--- config.mk ---
export PLATFORM = sky130hd
export DESIGN_NAME = scene_sequencer
export DESIGN_NICKNAME = d
export VERILOG_FILES = /design/src/rtl/scene_sequencer_pkg.sv /design/src/rtl/scene_sequencer_key_edge_sync.sv /design/src/rtl/scene_sequencer.sv
export SDC_FILE = /design/constraint.sdc
export NUM_CORES = 1
export LEC_CHECK = 0
export BUFFER_PORTS_ARGS = -buffer_cell sky130_fd_sc_hd__buf_2
export CAP_MARGIN = 20
export CORE_MARGIN = 5
export CORE_UTILIZATION = 33
export CTS_CLUSTER_SIZE = 10
export DETAILED_ROUTE_END_ITERATION = 8
export SLEW_MARGIN = 20
export SYNTH_ARGS = -nofsm -noshare
export SYNTH_HDL_FRONTEND = slang
export SYNTH_SLANG_ARGS = --single-unit
--- constraint.sdc ---
create_clock -name vga_clk -period 2 [get_ports vga_clk]
set_input_delay 0.1 -clock vga_clk [delete_from_list [all_inputs] [get_ports vga_clk]]
set_output_delay 0.1 -clock vga_clk [all_outputs]
set_load 0.05 [all_outputs]
--- src/rtl/scene_sequencer_pkg.sv ---
// Shared scene codes, pixel-source indices and sizing helpers for the scene sequencer.
package scene_sequencer_pkg;

  typedef enum logic [1:0] {
    SCN_START = 2'd0,
    SCN_PLAY  = 2'd1,
    SCN_OVER  = 2'd2,
    SCN_WON   = 2'd3
  } scene_e;

  localparam int unsigned SRC_START = 0;
  localparam int unsigned SRC_GAME  = 1;
  localparam int unsigned SRC_END   = 2;
  localparam int unsigned SRC_DEBUG = 3;

  localparam logic [15:0] RGB565_BLACK = 16'h0000;

  function automatic int unsigned max_u(input int unsigned a, input int unsigned b);
    return (a > b) ? a : b;
  endfunction

  // Counter width able to hold 0..limit; never narrower than one bit.
  function automatic int unsigned cnt_w(input int unsigned limit);
    return (limit == 0) ? 1 : $clog2(limit + 1);
  endfunction

endpackage

--- src/rtl/scene_sequencer_key_edge_sync.sv ---
// Two-flop synchroniser for an asynchronous key level, followed by a registered rising-edge pulse.
module key_edge_sync (
  input  logic clk,
  input  logic reset,
  input  logic key_i,
  output logic rise_o
);

  logic meta_q;
  logic sync_q;
  logic prev_q;
  logic rise_q;

  always_ff @(posedge clk) begin
    if (reset) begin
      meta_q <= 1'b0;
      sync_q <= 1'b0;
      prev_q <= 1'b0;
      rise_q <= 1'b0;
    end else begin
      meta_q <= key_i;
      sync_q <= meta_q;
      prev_q <= sync_q;
      rise_q <= sync_q & ~prev_q;
    end
  end

  assign rise_o = rise_q;

endmodule

--- src/rtl/scene_sequencer.sv ---
// Frame-synchronous game-flow controller and pixel-source multiplexer feeding vga_ctrl.
module scene_sequencer
  import scene_sequencer_pkg::*;
#(
  parameter int unsigned RGB_W              = 16,
  parameter int unsigned NUM_SRC            = 4,
  parameter int unsigned BLANK_FRAMES       = 2,
  parameter int unsigned END_HOLD_FRAMES    = 180,
  parameter int unsigned AUTO_RETURN_FRAMES = 0
) (
  input  logic                       vga_clk,
  input  logic                       reset,
  input  logic                       frame_start,
  input  logic                       rgb_valid,
  input  logic                       key_any,
  input  logic                       game_over,
  input  logic                       game_won,
  input  logic                       debug_en,
  input  logic [NUM_SRC*RGB_W-1:0]   src_rgb,
  output logic [RGB_W-1:0]           out_rgb,
  output logic                       out_valid,
  output logic [$clog2(NUM_SRC)-1:0] sel,
  output logic [1:0]                 scene,
  output logic                       game_run,
  output logic                       game_reset
);

  localparam int unsigned SEL_W    = $clog2(NUM_SRC);
  localparam int unsigned HOLD_MAX = max_u(END_HOLD_FRAMES, AUTO_RETURN_FRAMES);
  localparam int unsigned HOLD_W   = cnt_w(HOLD_MAX);
  localparam int unsigned BLANK_W  = cnt_w(BLANK_FRAMES);
  localparam bit          HAS_DBG  = (NUM_SRC >= 4);
  localparam bit          AUTO_EN  = (AUTO_RETURN_FRAMES != 0);

  scene_e             scene_q, scene_d;
  scene_e             pend_scn_q, pend_scn_d;
  logic               pend_q, pend_d;
  logic [BLANK_W-1:0] blank_q, blank_d;
  logic [HOLD_W-1:0]  hold_q, hold_d;
  logic [RGB_W-1:0]   out_rgb_q, out_rgb_d;
  logic               out_valid_q;
  logic               game_run_q, game_run_d;
  logic               game_reset_q, game_reset_d;

  logic               key_rise;
  logic               req;
  scene_e             req_scn;
  logic               commit;
  logic               in_end;
  logic [SEL_W-1:0]   sel_c;
  logic [RGB_W-1:0]   src_arr [NUM_SRC];

  key_edge_sync u_key_sync (
    .clk    (vga_clk),
    .reset  (reset),
    .key_i  (key_any),
    .rise_o (key_rise)
  );

  for (genvar k = 0; k < NUM_SRC; k++) begin : g_src
    assign src_arr[k] = src_rgb[k*RGB_W +: RGB_W];
  end

  // Source select follows debug_en immediately; only the scene is frame-aligned.
  always_comb begin
    sel_c = SEL_W'(SRC_START);
    case (scene_q)
      SCN_PLAY: sel_c = (HAS_DBG && debug_en) ? SEL_W'(SRC_DEBUG) : SEL_W'(SRC_GAME);
      SCN_OVER,
      SCN_WON:  sel_c = SEL_W'(SRC_END);
      default:  sel_c = SEL_W'(SRC_START);
    endcase
  end

  always_comb begin
    scene_d      = scene_q;
    pend_d       = pend_q;
    pend_scn_d   = pend_scn_q;
    blank_d      = blank_q;
    hold_d       = hold_q;
    game_reset_d = 1'b0;
    req          = 1'b0;
    req_scn      = SCN_START;
    in_end       = (scene_q == SCN_OVER) || (scene_q == SCN_WON);
    commit       = frame_start && pend_q;

    case (scene_q)
      SCN_START: begin
        if (key_rise) begin
          req     = 1'b1;
          req_scn = SCN_PLAY;
        end
      end
      SCN_PLAY: begin
        if (game_won) begin
          req     = 1'b1;
          req_scn = SCN_WON;
        end else if (game_over) begin
          req     = 1'b1;
          req_scn = SCN_OVER;
        end
      end
      default: begin
        if ((key_rise && (hold_q >= HOLD_W'(END_HOLD_FRAMES))) ||
            (AUTO_EN && (hold_q == HOLD_W'(AUTO_RETURN_FRAMES)))) begin
          req     = 1'b1;
          req_scn = SCN_START;
        end
      end
    endcase

    // A committing frame_start reloads the counters instead of advancing them.
    if (commit) begin
      scene_d      = pend_scn_q;
      pend_d       = 1'b0;
      blank_d      = BLANK_W'(BLANK_FRAMES);
      hold_d       = '0;
      game_reset_d = (pend_scn_q == SCN_PLAY);
    end else begin
      if (!pend_q && req) begin
        pend_d     = 1'b1;
        pend_scn_d = req_scn;
      end
      if (frame_start && (blank_q != '0)) begin
        blank_d = blank_q - BLANK_W'(1);
      end
      if (frame_start && in_end && (hold_q != HOLD_W'(HOLD_MAX))) begin
        hold_d = hold_q + HOLD_W'(1);
      end
    end

    game_run_d = (scene_d == SCN_PLAY) && (blank_d == '0) && !pend_d;
    out_rgb_d  = (rgb_valid && (blank_q == '0)) ? src_arr[sel_c] : RGB_W'(RGB565_BLACK);
  end

  always_ff @(posedge vga_clk) begin
    if (reset) begin
      scene_q      <= SCN_START;
      pend_scn_q   <= SCN_START;
      pend_q       <= 1'b0;
      blank_q      <= '0;
      hold_q       <= '0;
      out_rgb_q    <= '0;
      out_valid_q  <= 1'b0;
      game_run_q   <= 1'b0;
      game_reset_q <= 1'b0;
    end else begin
      scene_q      <= scene_d;
      pend_scn_q   <= pend_scn_d;
      pend_q       <= pend_d;
      blank_q      <= blank_d;
      hold_q       <= hold_d;
      out_rgb_q    <= out_rgb_d;
      out_valid_q  <= rgb_valid;
      game_run_q   <= game_run_d;
      game_reset_q <= game_reset_d;
    end
  end

  assign out_rgb    = out_rgb_q;
  assign out_valid  = out_valid_q;
  assign sel        = sel_c;
  assign scene      = scene_q;
  assign game_run   = game_run_q;
  assign game_reset = game_reset_q;

endmodule
==> reports/metrics.csv <==
stage;metric;value;unit
die;Die Span X;83.40;um
sta;Slew Viols, Final;0;
routing;initial DRC count;67;
cells_and_area;layout cells sized above 1;0.4116;
cts;Clk Tree Root Cell;clkbuf_8;
cts;PostCTS Resize Cnt;0;
synthesis;number of synthesized register bits;38;
synthesis;EDFF count, synth;0;
sta;Worst Skew;0.01038;ns
global_route;grt ovf;0;
sta;post-route setup slack;0.1833;ns
critical_path;CP Launch Type;flop;
cts;postcts setup bufs;0;
sta;worst-margin pin slew;0.5815;ns
cts;CTS Buffer Depth;2;
critical_path;Worst Setup Path Type;reg2out;
placed_design;DP Worst Slack;0.4210;ns
routing;DR pass1 iterations;4;
placed_design;placed inst area;0.002281;mm^2
sta;# setup viols final;0;
sta;unrepaired setup endpoints after global routing;false;
run_status;status;finished, final reports clean;
placed_design;dpl hpwl;3.955;mm
routing;drt drc;0;
cells_and_area;Layout Nets;351;
critical_path;CP required;1.90;ns
job;maxcap violations;0;
sta;final period utilization;0.9084;
critical_path;nature of the critical path endpoint;output pin;
critical_path;largest driver fanout on the critical path;18;
cells_and_area;Design Area, Final;0.002372;mm^2
cts;CTS Hold Buffers Added;0;
synthesis;fraction of registers with async set/reset;0;
synthesis;Synth Instances;184;
synthesis;Warnings, synthesis;0;
cts;Reg clk slew, reported paths;0.08;ns
die;Die Ht;83.40;um
sta;clock period minus worst slack;1.817;ns
worst_hold_path;worst min path class;in2reg;
placed_design;dpl cells;339;
global_route;initial antenna violation count;0;
cells_and_area;ant diodes;0;
synthesis;Post-Syn Area;0.001778;mm^2
cts;H-tree Lvls;2;
global_route;largest net degree at the start of global routing;19;
routing;antenna viol nets, final;0;
sta;setup TNS;0;ns
die;initial core utilization;0.3437;
cells_and_area;most common cell after layout, fill and taps aside;buf_2;
die;I/O pin cnt;95;
sta;f_max;550.4;MHz
synthesis;top-area cell type share of the netlist area;0.4279;
power;static leakage;1.035;nW
cts;worst-skew pair later-pin latency;0.29;ns
cts;cts bufs inserted;5;
synthesis;Avg Cell Area, Syn;9.663;um^2
power;Pwr Density;679.4;mW/mm^2
cts;Sink Count;38;
cells_and_area;area delta synth->final;33.43;%
synthesis;count of different cell masters after synthesis;40;
sta;Slew headroom;0.6114;
synthesis;Synth area leaders;dfxtp_1, o221ai_1, a21oi_1;
routing;post-DR wirelength/cell;15.28;um
synthesis;post-synth top area cell;dfxtp_1;
synthesis;post-synthesis sequential area ratio;0.4279;
cells_and_area;fin cells;347;
cells_and_area;filler cell count in the final layout;516;
cts;CTS tree;done;
power;Peak VDD IR;0.3033;mV
routing;Routed WL;5.301;mm
placed_design;routability cong.;0.8404;
cells_and_area;commonest cells after routing, fill and taps aside;buf_2, dfxtp_1, o221ai_1;
placed_design;port bufs;94;
global_route;Total GRT Usage;0.1534;
global_route;first-pass GRT wire length;8.756;mm
critical_path;crit path DAT;1.72;ns
die;Core ar.;0.005172;mm^2
synthesis;Post-Syn Nets;259;
die;Die Footprint;0.006956;mm^2
synthesis;ys flop type;dfxtp_1;
routing;DR vias/cell;5.029;
routing;Vias;1745;
die;# rows;26;
global_route;vias in the first global route;1749;
cells_and_area;Final Util;0.4586;
sta;Hold Vio Cnt, Final;0;
==> cell usage after synthesis (2+ instances only) <==
library cell  instances
a21oi_1              22
xnor2_1               3
dfxtp_1              38
nor2b_1               8
ha_1                  3
clkbuf_1              3
mux2i_1               2
inv_2                 2
buf_2                 5
or4_1                 2
buf_6                 3
nand4_1               3
nand2_1               8
o221ai_1             32
nand2b_1              4
inv_1                 8
nor2_1               12
xor2_1                4
==> cell type report <==
type / instances / area, um^2 / share of cell area
Multi-Input combinational cell: 124 / 903.4 / 0.3808
Inverter: 11 / 43.79 / 0.01846
Clock inverter: 1 / 5.005 / 0.002110
Tap cell: 70 / 87.58 / 0.03692
Timing Repair Buffer: 96 / 485.5 / 0.2046
Sequential cell: 38 / 760.7 / 0.3207
Clock buffer: 7 / 86.33 / 0.03639
==> critical path: stages, from the launching register on <==
cell and delay [ns]:
dfxtp_1 0.56, nand2_4 0.23, inv_2 0.30, buf_2 0.33
==> where the power goes <==
group	internal (mW)	leakage [nW]	switching (mW)
clock	0.278	0.0482	0.265
combinational	0.104	0.678	0.164
sequential	0.789	0.309	0.0128
total	1.17	1.04	0.441
==> flip-flops by register name, summed over array words and instances, names as in the netlist <==
signal / count
u_key_sync.sync_q: 1
pend_q: 1
blank_q: 2
out_rgb: 16
u_key_sync.prev_q: 1
out_valid: 1
u_key_sync.rise_o: 1
pend_scn_q: 2
game_run: 1
scene: 2
game_reset: 1
hold_q: 8
u_key_sync.meta_q: 1
==> worst paths after layout <==
check / from / to / slack [ns] / cells after the start
worst min register to register: u_key_sync.prev_q / u_key_sync.rise_o / 0.39 / 1
worst max register to register: hold_q[0] / hold_q[1] / 0.40 / 6
worst max-delay path: scene[0] / sel[0] / 0.18 / 3
worst min-delay path: key_any / u_key_sync.meta_q / 0.02 / 2
==> stage by stage <==
step	total power [mW]	hold WS, ns
global placement	1.087	0.3175
global route	1.686	0.03727
finish	1.612	0.02261
CTS	1.632	0.02045
floorplan	0.9783	0.1831
detailed placement	1.089	0.3214
==> per-layer routing <==
layer | wire (um) | up-vias | track usage
met5 | 0 | - | 0
met4 | 74 | 0 | 0.04903
li1 | - | 887 | -
met1 | 2304 | 795 | 0.1976
met3 | 334 | 5 | 0.04257
met2 | 2588 | 58 | 0.2471
==> cell families (layout without fill, tap and decap cells) <==
kind of cell	after synthesis	after routing	share of synthesized area
compound gates	66	66	0.2942
xor+xnor	7	7	0.03448
fa+ha+maj	3	3	0.02111
buf+inv	22	115	0.06404
flops	38	38	0.4279
mux	2	2	0.01126
simple gates	46	46	0.1471
(Power assumes the default switching activity.)
